==> config.mk <==
export PLATFORM = sky130hd
export DESIGN_NAME = sram_arbiter_flat
export DESIGN_NICKNAME = d
export VERILOG_FILES = /design/src/rtl/sram_arbiter_pkg.sv /design/src/rtl/sram_arbiter_if.sv /design/src/rtl/sram_arb_grant.sv /design/src/rtl/sram_arbiter.sv /design/src/flat_wrapper.sv
export SDC_FILE = /design/constraint.sdc
export NUM_CORES = 1
export LEC_CHECK = 0
export ABC_CLOCK_PERIOD_IN_PS = 4150
export BUFFER_PORTS_ARGS = -buffer_cell sky130_fd_sc_hd__buf_2
export CORE_AREA = 2 2 102 75
export DETAILED_ROUTE_END_ITERATION = 12
export DIE_AREA = 0 0 104 77
export HOLD_SLACK_MARGIN = 0.08
export MAX_ROUTING_LAYER = met4
export PLACE_DENSITY = 0.86
export SYNTH_ARGS = -nofsm -noshare
export SYNTH_HDL_FRONTEND = slang
export SYNTH_SLANG_ARGS = --single-unit
==> constraint.sdc <==
create_clock -name clk -period 4.15 [get_ports clk]
set_clock_uncertainty 0.15 [all_clocks]
set_input_delay 0.415 -clock clk [delete_from_list [all_inputs] [get_ports clk]]
set_output_delay 0.415 -clock clk [all_outputs]
set_load 0.01 [all_outputs]
==> src/rtl/sram_arbiter_pkg.sv <==
`default_nettype none
// ----------------------------------------------------------------------------
// edsac_sram_pkg : SRAM bus widths, grant bit positions and arbiter FSM states.
// Rev 1.0
// ----------------------------------------------------------------------------
package edsac_sram_pkg;

  localparam int SRAM_ADDR_W = 19;
  localparam int SRAM_DATA_W = 16;

  // Bit positions inside the one-hot grant vector
  localparam int GNT_A = 0;
  localparam int GNT_B = 1;

  typedef enum logic [1:0] {
    ST_IDLE    = 2'd0,
    ST_SETUP   = 2'd1,
    ST_STROBE  = 2'd2,
    ST_RECOVER = 2'd3
  } sram_state_e;

endpackage
`default_nettype wire

==> src/rtl/sram_arbiter_if.sv <==
`default_nettype none
// ----------------------------------------------------------------------------
// sram_arbiter_if : client ports A/B plus the asynchronous SRAM pin bundle.
// Rev 1.0
// ----------------------------------------------------------------------------
interface sram_arbiter_if;
  import edsac_sram_pkg::*;

  logic                   a_req;
  logic                   a_we;
  logic [SRAM_ADDR_W-1:0] a_addr;
  logic [SRAM_DATA_W-1:0] a_wdata;
  logic [SRAM_DATA_W-1:0] a_rdata;
  logic                   a_ack;

  logic                   b_req;
  logic                   b_we;
  logic [SRAM_ADDR_W-1:0] b_addr;
  logic [SRAM_DATA_W-1:0] b_wdata;
  logic [SRAM_DATA_W-1:0] b_rdata;
  logic                   b_ack;

  logic [SRAM_ADDR_W-1:0] sram_addr;
  logic [SRAM_DATA_W-1:0] sram_dq_o;
  logic [SRAM_DATA_W-1:0] sram_dq_i;
  logic                   sram_dq_oe;
  logic                   sram_cs_n;
  logic                   sram_oe_n;
  logic                   sram_we_n;
  logic                   busy;

  // Arbiter side
  modport slave (
    input  a_req, a_we, a_addr, a_wdata,
    input  b_req, b_we, b_addr, b_wdata,
    input  sram_dq_i,
    output a_rdata, a_ack, b_rdata, b_ack,
    output sram_addr, sram_dq_o, sram_dq_oe, sram_cs_n, sram_oe_n, sram_we_n,
    output busy
  );

  // Client / SRAM side
  modport master (
    output a_req, a_we, a_addr, a_wdata,
    output b_req, b_we, b_addr, b_wdata,
    output sram_dq_i,
    input  a_rdata, a_ack, b_rdata, b_ack,
    input  sram_addr, sram_dq_o, sram_dq_oe, sram_cs_n, sram_oe_n, sram_we_n,
    input  busy
  );

endinterface
`default_nettype wire

==> src/rtl/sram_arb_grant.sv <==
`default_nettype none
// ----------------------------------------------------------------------------
// sram_arb_grant : two-requester one-hot grant; fixed A-over-B priority, or
// round-robin with a last-grant pointer when SRAM_ARB_RR_EN is defined.
// Rev 1.0
// ----------------------------------------------------------------------------
module sram_arb_grant
  import edsac_sram_pkg::*;
(
  input  logic       clk,
  input  logic       rst_n,
  input  logic       req_a,
  input  logic       req_b,
  input  logic       take,
  output logic [1:0] grant
);

`ifdef SRAM_ARB_RR_EN
  logic last_b_q;
  logic last_b_d;

  always_comb begin
    grant = 2'b00;
    if (req_a && req_b) begin
      grant[GNT_A] = last_b_q;
      grant[GNT_B] = ~last_b_q;
    end else if (req_a) begin
      grant[GNT_A] = 1'b1;
    end else if (req_b) begin
      grant[GNT_B] = 1'b1;
    end
    last_b_d = last_b_q;
    if (take) begin
      last_b_d = grant[GNT_B];
    end
  end

  // Reset to "B last" so the first contested grant goes to A
  always_ff @(posedge clk) begin
    if (!rst_n) begin
      last_b_q <= 1'b1;
    end else begin
      last_b_q <= last_b_d;
    end
  end
`else
  logic unused_rr;
  assign unused_rr = ^{clk, rst_n, take};

  always_comb begin
    grant = 2'b00;
    if (req_a) begin
      grant[GNT_A] = 1'b1;
    end else if (req_b) begin
      grant[GNT_B] = 1'b1;
    end
  end
`endif

endmodule
`default_nettype wire

==> src/rtl/sram_arbiter.sv <==
`default_nettype none
// ----------------------------------------------------------------------------
// sram_arbiter : two-port arbiter for an asynchronous SRAM, IDLE/SETUP/STROBE/
// RECOVER sequencing with registered pins. Macro SRAM_ARB_RR_EN = round-robin.
// Rev 1.0
// ----------------------------------------------------------------------------
module sram_arbiter
  import edsac_sram_pkg::*;
#(
  parameter int WAIT_CYCLES = 2
) (
  input  logic           clk,
  input  logic           rst_n,
  sram_arbiter_if.slave  bus
);

  localparam logic [3:0] c_strobe_load = 4'(WAIT_CYCLES - 1);

  sram_state_e            state_q, state_d;
  logic [3:0]             cnt_q, cnt_d;
  logic                   we_q, we_d;
  logic                   win_b_q, win_b_d;
  logic [SRAM_ADDR_W-1:0] addr_q, addr_d;
  logic [SRAM_DATA_W-1:0] dq_o_q, dq_o_d;
  logic                   dq_oe_q, dq_oe_d;
  logic                   cs_n_q, cs_n_d;
  logic                   oe_n_q, oe_n_d;
  logic                   we_n_q, we_n_d;
  logic                   a_ack_q, a_ack_d;
  logic                   b_ack_q, b_ack_d;
  logic [SRAM_DATA_W-1:0] a_rdata_q, a_rdata_d;
  logic [SRAM_DATA_W-1:0] b_rdata_q, b_rdata_d;
  logic                   busy_q, busy_d;

  logic [1:0]             w_grant;
  logic                   w_take;
  logic                   w_sel_b;

  assign w_take  = (state_q == ST_IDLE) && (bus.a_req || bus.b_req);
  assign w_sel_b = w_grant[GNT_B];

  sram_arb_grant u_grant (
    .clk   (clk),
    .rst_n (rst_n),
    .req_a (bus.a_req),
    .req_b (bus.b_req),
    .take  (w_take),
    .grant (w_grant)
  );

  // Outputs are computed for the state being entered, so every pin is a flop
  always_comb begin
    state_d   = state_q;
    cnt_d     = cnt_q;
    we_d      = we_q;
    win_b_d   = win_b_q;
    addr_d    = addr_q;
    dq_o_d    = dq_o_q;
    dq_oe_d   = dq_oe_q;
    cs_n_d    = cs_n_q;
    oe_n_d    = 1'b1;
    we_n_d    = 1'b1;
    a_ack_d   = 1'b0;
    b_ack_d   = 1'b0;
    a_rdata_d = a_rdata_q;
    b_rdata_d = b_rdata_q;

    case (state_q)
      ST_IDLE: begin
        if (w_take) begin
          state_d = ST_SETUP;
          win_b_d = w_sel_b;
          we_d    = w_sel_b ? bus.b_we    : bus.a_we;
          addr_d  = w_sel_b ? bus.b_addr  : bus.a_addr;
          dq_o_d  = w_sel_b ? bus.b_wdata : bus.a_wdata;
          dq_oe_d = w_sel_b ? bus.b_we    : bus.a_we;
          cs_n_d  = 1'b0;
        end
      end
      ST_SETUP: begin
        state_d = ST_STROBE;
        cnt_d   = c_strobe_load;
        we_n_d  = ~we_q;
        oe_n_d  = we_q;
      end
      ST_STROBE: begin
        if (cnt_q == 4'd0) begin
          state_d = ST_RECOVER;
          a_ack_d = ~win_b_q;
          b_ack_d = win_b_q;
          if (!we_q) begin
            if (win_b_q) begin
              b_rdata_d = bus.sram_dq_i;
            end else begin
              a_rdata_d = bus.sram_dq_i;
            end
          end
        end else begin
          cnt_d  = cnt_q - 4'd1;
          we_n_d = ~we_q;
          oe_n_d = we_q;
        end
      end
      ST_RECOVER: begin
        state_d = ST_IDLE;
        cs_n_d  = 1'b1;
        dq_oe_d = 1'b0;
      end
      default: begin
        state_d = ST_IDLE;
        cs_n_d  = 1'b1;
        dq_oe_d = 1'b0;
      end
    endcase

    busy_d = (state_d != ST_IDLE);
  end

  always_ff @(posedge clk) begin
    if (!rst_n) begin
      state_q   <= ST_IDLE;
      cnt_q     <= 4'd0;
      we_q      <= 1'b0;
      win_b_q   <= 1'b0;
      addr_q    <= '0;
      dq_o_q    <= '0;
      dq_oe_q   <= 1'b0;
      cs_n_q    <= 1'b1;
      oe_n_q    <= 1'b1;
      we_n_q    <= 1'b1;
      a_ack_q   <= 1'b0;
      b_ack_q   <= 1'b0;
      a_rdata_q <= '0;
      b_rdata_q <= '0;
      busy_q    <= 1'b0;
    end else begin
      state_q   <= state_d;
      cnt_q     <= cnt_d;
      we_q      <= we_d;
      win_b_q   <= win_b_d;
      addr_q    <= addr_d;
      dq_o_q    <= dq_o_d;
      dq_oe_q   <= dq_oe_d;
      cs_n_q    <= cs_n_d;
      oe_n_q    <= oe_n_d;
      we_n_q    <= we_n_d;
      a_ack_q   <= a_ack_d;
      b_ack_q   <= b_ack_d;
      a_rdata_q <= a_rdata_d;
      b_rdata_q <= b_rdata_d;
      busy_q    <= busy_d;
    end
  end

  assign bus.sram_addr  = addr_q;
  assign bus.sram_dq_o  = dq_o_q;
  assign bus.sram_dq_oe = dq_oe_q;
  assign bus.sram_cs_n  = cs_n_q;
  assign bus.sram_oe_n  = oe_n_q;
  assign bus.sram_we_n  = we_n_q;
  assign bus.a_ack      = a_ack_q;
  assign bus.b_ack      = b_ack_q;
  assign bus.a_rdata    = a_rdata_q;
  assign bus.b_rdata    = b_rdata_q;
  assign bus.busy       = busy_q;

endmodule
`default_nettype wire

==> src/flat_wrapper.sv <==
// flat-port wrapper written by rule: the top's interface ports become plain ports
module sram_arbiter_flat import edsac_sram_pkg::*;
#(
  parameter int WAIT_CYCLES = 2
)
  (clk, rst_n, bus_a_req, bus_a_we, bus_a_addr, bus_a_wdata, bus_b_req, bus_b_we, bus_b_addr, bus_b_wdata, bus_sram_dq_i, bus_a_rdata, bus_a_ack, bus_b_rdata, bus_b_ack, bus_sram_addr, bus_sram_dq_o, bus_sram_dq_oe, bus_sram_cs_n, bus_sram_oe_n, bus_sram_we_n, bus_busy);
  sram_arbiter_if bus_i ();
  input  logic clk;
  input  logic rst_n;
  input wire logic [$bits(bus_i.a_req)-1:0] bus_a_req;
  input wire logic [$bits(bus_i.a_we)-1:0] bus_a_we;
  input wire logic [$bits(bus_i.a_addr)-1:0] bus_a_addr;
  input wire logic [$bits(bus_i.a_wdata)-1:0] bus_a_wdata;
  input wire logic [$bits(bus_i.b_req)-1:0] bus_b_req;
  input wire logic [$bits(bus_i.b_we)-1:0] bus_b_we;
  input wire logic [$bits(bus_i.b_addr)-1:0] bus_b_addr;
  input wire logic [$bits(bus_i.b_wdata)-1:0] bus_b_wdata;
  input wire logic [$bits(bus_i.sram_dq_i)-1:0] bus_sram_dq_i;
  output wire logic [$bits(bus_i.a_rdata)-1:0] bus_a_rdata;
  output wire logic [$bits(bus_i.a_ack)-1:0] bus_a_ack;
  output wire logic [$bits(bus_i.b_rdata)-1:0] bus_b_rdata;
  output wire logic [$bits(bus_i.b_ack)-1:0] bus_b_ack;
  output wire logic [$bits(bus_i.sram_addr)-1:0] bus_sram_addr;
  output wire logic [$bits(bus_i.sram_dq_o)-1:0] bus_sram_dq_o;
  output wire logic [$bits(bus_i.sram_dq_oe)-1:0] bus_sram_dq_oe;
  output wire logic [$bits(bus_i.sram_cs_n)-1:0] bus_sram_cs_n;
  output wire logic [$bits(bus_i.sram_oe_n)-1:0] bus_sram_oe_n;
  output wire logic [$bits(bus_i.sram_we_n)-1:0] bus_sram_we_n;
  output wire logic [$bits(bus_i.busy)-1:0] bus_busy;
  assign bus_i.a_req = bus_a_req;
  assign bus_i.a_we = bus_a_we;
  assign bus_i.a_addr = bus_a_addr;
  assign bus_i.a_wdata = bus_a_wdata;
  assign bus_i.b_req = bus_b_req;
  assign bus_i.b_we = bus_b_we;
  assign bus_i.b_addr = bus_b_addr;
  assign bus_i.b_wdata = bus_b_wdata;
  assign bus_i.sram_dq_i = bus_sram_dq_i;
  assign bus_a_rdata = bus_i.a_rdata;
  assign bus_a_ack = bus_i.a_ack;
  assign bus_b_rdata = bus_i.b_rdata;
  assign bus_b_ack = bus_i.b_ack;
  assign bus_sram_addr = bus_i.sram_addr;
  assign bus_sram_dq_o = bus_i.sram_dq_o;
  assign bus_sram_dq_oe = bus_i.sram_dq_oe;
  assign bus_sram_cs_n = bus_i.sram_cs_n;
  assign bus_sram_oe_n = bus_i.sram_oe_n;
  assign bus_sram_we_n = bus_i.sram_we_n;
  assign bus_busy = bus_i.busy;
  sram_arbiter #(.WAIT_CYCLES(WAIT_CYCLES)) u_core (.clk(clk), .rst_n(rst_n), .bus(bus_i));
endmodule
==> summary.md, run 1 <==
| Metric | Value |
|---|---|
| Status | `complete, no violations` |
| Row Count | `26` |
| Worst Path Arrival | `2720 ps` |
| Commonest cells in the netlist | `nand2_1 (93), dfxtp_1 (82), a21oi_1 (69)` |
| Post-DP HPWL | `6420 um` |
| Htree depth | `3` |
| Postcts setup bufs | `0` |
| Synthesized area | `about 3400 um^2` |
| Met3 Use GR | `approximately 7.5%` |
| Fillers | `between 600 and 700` |
| Max-cap viol count | `0` |
| Yosys warning count | `0` |
| Worst skew pair latency | `about 350 ps` |
| Antenna Cells | `0` |
| Die height | `between 70 and 80 um` |
| Pins Over Slew Limit | `0` |
| DRT Wirelength | `around 9000 um` |
| Bufs and invs on worst path | `1` |
| Critical Path Fanout Max | `16` |
| Worst-Margin Slew | `around 1200 ps` |
| Clock-pin transition on the worst setup and hold timing paths | `approximately 80 ps` |
| Global routing usage on met1 | `approximately 28%` |
| Die Wd | `approximately 100 um` |
| Syn avg cell area | `8.46 um^2` |
| Overall power | `between 2 and 3 mW` |
| GR Util met2 | `between 40% and 50%` |
| CTS root buf | `clkbuf_8` |
| Dominant cell type by area after synthesis | `dfxtp_1` |
| Sequential share of the synthesized area | `roughly half` |
| Worst path top cell family by delay | `simple AND/OR/NAND/NOR gates` |
| Hold Path Class | `input pin to flop` |
| Cell with the most instances after synthesis | `nand2_1` |
| Place WS | `roughly 1700 ps` |
| Synth Net Count | `493` |
| Starting Density | `a little under half` |
| Clk sinks | `82` |
| Remaining DRCs | `0` |
| Worst path slowest cell | `nand3b_1` |
| Post-cts resize count | `0` |
| Setup violators final | `0` |
| Post-Syn Instances | `396` |
| Peak Freq | `about 0.38 GHz` |
| Period utilisation layout | `~63%` |
| Largest stage delay, worst path | `760 ps` |
| Worst setup EP type | `flop` |
| Post-DR vias/cell | `roughly 5.2` |
| Initial antenna violation count | `0` |
| Gr busiest metal | `met2` |
| Fraction of layout cells with a size suffix above 1 | `between 30% and 40%` |
| Core area | `7030 um^2` |
| CP cell instances | `inv_1, ha_1, and4bb_1, nand3b_1, mux2i_1` |
| Worst hold slack | `143 ps` |
| Share of the synthesized area in the top cell type | `49.0%` |
| TNS Setup | `0 ps` |
| Total GRT Usage | `roughly 24%` |
| CTS buffer count | `9` |
| Largest net degree at the start of global routing | `58` |
| Starting DRT DRC Count | `about 160` |
| Grt ovf | `0` |
| Area of the multi-input gates | `between 1500 and 2000 um^2` |
| Clock Path Buffers | `2` |
| Seq. cell area | `about 1600 um^2` |
| Final ANT Viol Nets | `0` |
| Hold buffer count at cts | `0` |
| Hold Fails Final Rpt | `0` |
| Flops & latches, synth | `82` |
| Post-synth top flop | `dfxtp_1` |
| Async S/R FF share, synth | `0%` |
| Buffers on Ports | `roughly 170` |
| Max IR drop VDD | `between 0.2 and 0.3 mV` |
| Relative slew margins | `around a fifth` |
| TritonCTS clock tree | `done` |
| Flop2flop setup slack | `around 1500 ps` |
| Minimum clock period | `about 2600 ps` |
| IO Count | `between 150 and 200` |
| Critical path required time | `4250 ps` |
| Type of the worst setup path | `flop to flop` |
| First-pass GRT wire length | `around 15000 um` |
| DR pass1 iterations | `6` |
| Vias | `between 3000 and 4000` |
| Drt wl/cell | `around 14 um` |
| Final worst setup slack | `~1500 ps` |
| Lkg Pwr | `approximately 2.3 nW` |
| RSZ-0062 raised after global routing | `no` |
| Layout Nets | `between 600 and 700` |
| Cell Pwr Density | `approximately 600 nW/um^2` |
| Startpoint types | `flop` |
| Routability cong. | `~0.90` |
| Post-synth EDFFs | `0` |
| Vias in the first global route | `around 3300` |
| Area Overhead vs Synth | `32.4%` |
| Die Footprint | `around 8000 um^2` |
| Synth cell types | `34` |
| Synth area leaders | `dfxtp_1 (49%), nand2_1 (10%), a21oi_1 (10%)` |
-- state kept, by name, indices dropped and copies added, names as in the netlist --
signal,flops
u_core.bus.sram_oe_n,1
u_core.we_q,1
u_core.bus.sram_addr,19
u_core.cnt_q,4
u_core.bus.a_rdata,16
u_core.win_b_q,1
u_core.bus.b_ack,1
u_core.bus.a_ack,1
u_core.bus.sram_cs_n,1
u_core.bus.busy,1
u_core.bus.b_rdata,16
u_core.bus.sram_dq_oe,1
u_core.bus.sram_we_n,1
u_core.state_q,2
u_core.bus.sram_dq_o,16
-- worst min-delay path, delay by kind of cell --
family | cells | cell delay (ps)
compound gates | 1 | 50
buf+inv | 1 | 90
simple gates | 1 | 40
-- routing by layer --
layer / part of all wire, % / up-vias
met4: 1.6 / 0
met1: 40 / 1578
met3: 8.0 / 15
met2: 50 / 146
li1: - / 1637
met5: 0 / -
-- through the flow --
stage               area (um^2)  cells  utilization (%)
floorplan                  3350    396                -
global placement           4180    631             59.4
detailed placement         4180    631             59.4
CTS                        4440    646             63.1
global route               4440    646             63.1
finish                     4440    646             63.1
-- path summary, 6_finish.rpt --
path                                              from                 endpoint  depth (start not counted)
worst max register to register       u_core.state_q[0]    u_core.bus.b_rdata[7]                          5
worst min-delay path                    bus_a_wdata[8]  u_core.bus.sram_dq_o[8]                          3
worst max-delay path                 u_core.state_q[0]    u_core.bus.b_rdata[7]                          5
worst min register to register  u_core.bus.a_rdata[13]   u_core.bus.a_rdata[13]                          2
-- power by group --
| group | internal [mW] | switching [mW] |
|---|---|---|
| Sequential | 0.965 | 0.0909 |
| Clock | 0.461 | 0.289 |
| Combinational | 0.337 | 0.508 |
| Total | 1.76 | 0.887 |
-- cell usage in the layout (no fill, tap or decap), drive strengths merged, types with 3 or more instances in the layout --
| master | synthesis | final |
|---|---|---|
| o21ai | 41 | 41 |
| nand2 | 94 | 94 |
| nor2b | 3 | 3 |
| nor2 | 5 | 5 |
| dfxtp | 82 | 82 |
| inv | 6 | 8 |
| clkbuf | 21 | 9 |
| buf | 11 | 169 |
| o21a | 3 | 3 |
| ha | 5 | 5 |
| mux2i | 32 | 32 |
| bufinv | 0 | 4 |
| a21boi | 3 | 3 |
| a21oi | 69 | 69 |
-- cell families after synthesis --
family | synth area share (%)
AOI/OAI and AO/OA | 19.3
adders and majority gates | 1.87
buffers and inverters | 5.38
DFF | 49.0
muxes | 9.56
and+or+nand+nor | 14.9
-- layout make-up --
| cell class | count | area share (%) |
|---|---|---|
| flip-flops and latches | 82 | 37.0 |
| multi-input cells | 276 | 34.5 |
| repair buffers | 169 | 19.3 |
| clock inverters | 6 | 3.10 |
| clock buffers | 9 | 2.79 |
| well taps | 98 | 2.76 |
| inverters | 6 | 0.508 |
No activity file was read; power rests on OpenSTA's default activity.
==> run 2, diff against run 1 <==
- ABC_CLOCK_PERIOD_IN_PS: 4150 -> 2450
- CORE_AREA: 2 2 102 75 -> 2 2 106 77
- DIE_AREA: 0 0 104 77 -> 0 0 108 79
- PLACE_DENSITY: 0.86 -> 0.81
- clock period: 4.15 -> 2.45 ns (I/O delays scaled with it)
==> run 2 against run 1 <==
Net effect: routed wire length grew 26%; largest power group unchanged; critical path type unchanged; global-route usage grew 3.8 points; fmax grew 11%; register-to-register slack lost 1400 ps; die area grew 6.5%; hold slack lost 27 ps; count of clock-buffer cells in the layout is the same; total power grew 71%.
==> summary.md, run 2 (synthesis gave the netlist of run 1 again) <==
| Metric | Value |
|---|---|
| Status | `complete, no violations` |
| Worst-Margin Slew | `534 ps (-672 ps)` |
| Peak Freq | `0.426 GHz (+11%)` |
| Critical Path Fanout Max | `28 (+12)` |
| Post-DP HPWL | `6730 um (+4.8%)` |
| TNS Setup | `0 ps (unchanged)` |
| Hold Crit Depth | `3 (unchanged)` |
| Clk sinks | `82 (unchanged)` |
| Seq. cell area | `1640 um^2 (unchanged)` |
| Worst path top cell family by delay | `buffers and inverters` |
| DR pass1 iterations | `5 (-1)` |
| Worst path slowest cell | `dlygate4sd3_1` |
| Bufs and invs on worst path | `3 (+2)` |
| Starting DRT DRC Count | `249 (+58%)` |
| Place WS | `446 ps (-1210 ps)` |
| Area of the multi-input gates | `1550 um^2 (+1.1%)` |
| Buffers on Ports | `165 (unchanged)` |
| Hold Fails Final Rpt | `0 (unchanged)` |
| Max-cap viol count | `0 (unchanged)` |
| Startpoint types | `flop` |
| Antenna Cells | `0 (unchanged)` |
| CTS root buf | `clkbuf_8` |
| Largest net degree at the start of global routing | `47 (-19%)` |
| Worst setup EP type | `flop` |
| Cell Pwr Density | `850 nW/um^2 (+42%)` |
| TritonCTS clock tree | `done` |
| CP cell instances | `inv_1, ha_2, o21a_2, buf_12, o21ai_0, a21oi_1, dlygate4sd3_1` |
| Row Count | `27 (+3.8%)` |
| Largest stage delay, worst path | `550 ps (-210 ps)` |
| Largest register FFs | `19 (unchanged)` |
| DRT Wirelength | `11700 um (+26%)` |
| Lkg Pwr | `2.73 nW (+16%)` |
| Starting Density | `44.1% (-3.6 points)` |
| Minimum clock period | `2350 ps (-265 ps)` |
| Die Footprint | `8530 um^2 (+6.5%)` |
| Layout Nets | `731 (+14%)` |
| Type of the worst setup path | `flop to flop` |
| Fillers | `548 (-10%)` |
| CTS buffer count | `9 (unchanged)` |
| Hold Path Class | `input pin to flop` |
| First-pass GRT wire length | `18100 um (+20%)` |
| Core area | `7600 um^2 (+8.2%)` |
| Stages on the worst setup path | `7 (+2)` |
| Fraction of layout cells with a size suffix above 1 | `30.3% (-4.1 points)` |
| Postcts setup bufs | `0 (unchanged)` |
| Post-DR vias/cell | `5.29 (+1.2%)` |
| Die height | `79 um (+2.6%)` |
| Htree depth | `3 (unchanged)` |
| Setup violators final | `0 (unchanged)` |
| Routability cong. | `0.895 (-0.46%)` |
| Initial antenna violation count | `0 (unchanged)` |
| Critical path required time | `2590 ps (-1660 ps)` |
| Most frequent cells in the layout | `buf_2 (165), nand2_1 (93), dlygate4sd3_1 (87), dfxtp_1 (82), a21oi_1 (69)` |
| DP Area | `4240 um^2 (+1.5%)` |
| Drt wl/cell | `15.8 um (+10%)` |
| IO Count | `166 (unchanged)` |
| Die Wd | `108 um (+3.8%)` |
| Grt ovf | `0 (unchanged)` |
| Final worst setup slack | `103 ps (-1430 ps)` |
| Commonest non-fill, non-tap cell in the layout | `buf_2` |
| Worst skew pair latency | `350 ps (about the same)` |
| Clock-pin transition on the worst setup and hold timing paths | `90 ps (about the same)` |
| Post-route design area | `5320 um^2 (+20%)` |
| Relative slew margins | `64.2% (+45 points)` |
| Clock Path Buffers | `2 (unchanged)` |
| Max IR drop VDD | `0.461 mV (+77%)` |
| Period utilisation layout | `95.8% (+33 points)` |
| Total GRT Usage | `27.9% (+3.8 points)` |
| Remaining DRCs | `0 (unchanged)` |
| Vias in the first global route | `3864 (+18%)` |
| Worst Path Arrival | `2490 ps (-230 ps)` |
| Final ANT Viol Nets | `0 (unchanged)` |
| Vias | `3910 (+16%)` |
| Pins Over Slew Limit | `0 (unchanged)` |
| Area Overhead vs Synth | `58.8%` |
| R2R cell count | `7 (+2)` |
## run 2: cell types whose count changed in the layout (fill, tap and decap cells not counted), sizes merged
cell and delta:
dlygate4sd3 +87, buf +3, bufinv -3, clkinv +2, clkinvlp +2, inv -1
## run 2: tightest hold or removal path, cell delays in order
cell and delay, ps:
buf_2 80, a31oi_1 100, o21ai_0 160
## run 2: layer usage
metal | vias to the layer above | share of wire, % | GRT usage (%)
li1 | 1819 | - | -
met1 | 1833 | 39 | 29.9
met2 | 212 | 50 | 48.9
met3 | 46 | 7.0 | 6.65
met4 | 0 | 3.7 | 13.3
met5 | - | 0 | -
## run 2: area by class of cell
| type | instances | area share (%) |
|---|---|---|
| timing repair buffer | 259 | 33.6 |
| sequential | 82 | 30.8 |
| multi-input combinational | 276 | 29.1 |
| tap | 101 | 2.37 |
| clock buffer | 9 | 2.33 |
| clock inverter | 6 | 1.27 |
| inverter | 6 | 0.423 |
## run 2: power breakdown
| group | internal, mW | leakage, nW | switching (mW) |
|---|---|---|---|
| clock | 0.469 | 0.0917 | 0.503 |
| sequential | 1.63 | 0.672 | 0.169 |
| combinational | 0.804 | 1.97 | 0.945 |
| total | 2.91 | 2.73 | 1.62 |
## run 2: what timing repair did
action	4_1_cts	5_1_grt
endpoints found under the setup margin	0	14
resized for setup	0	5
hold buffers	87	0
hold endpoints to repair	68	0
## run 2: final timing paths
check                            endpoint  slack [ps]             startpoint
hold reg to reg     u_core.bus.b_rdata[0]         310  u_core.bus.b_rdata[0]
hold / removal      u_core.bus.sram_dq_oe         120               bus_b_we
setup / recovery  u_core.bus.sram_dq_o[9]         100      u_core.state_q[0]
setup reg to reg  u_core.bus.sram_dq_o[9]         100      u_core.state_q[0]
## run 2: stage by stage
| stage | std cells | util, % | hold slack, ps | power [mW] |
|---|---|---|---|---|
| 6_report | 739 | 70.0 | 116 | 4.52 |
| 5_1_grt | 739 | 70.0 | 118 | 4.78 |
| 4_1_cts | 739 | 69.7 | 99.3 | 4.45 |
| 3_5_place_dp | 637 | 55.8 | 299 | 3.28 |
| 2_1_floorplan | 396 | - | 229 | 2.72 |
| 3_3_place_gp | 637 | 55.8 | 293 | 3.22 |
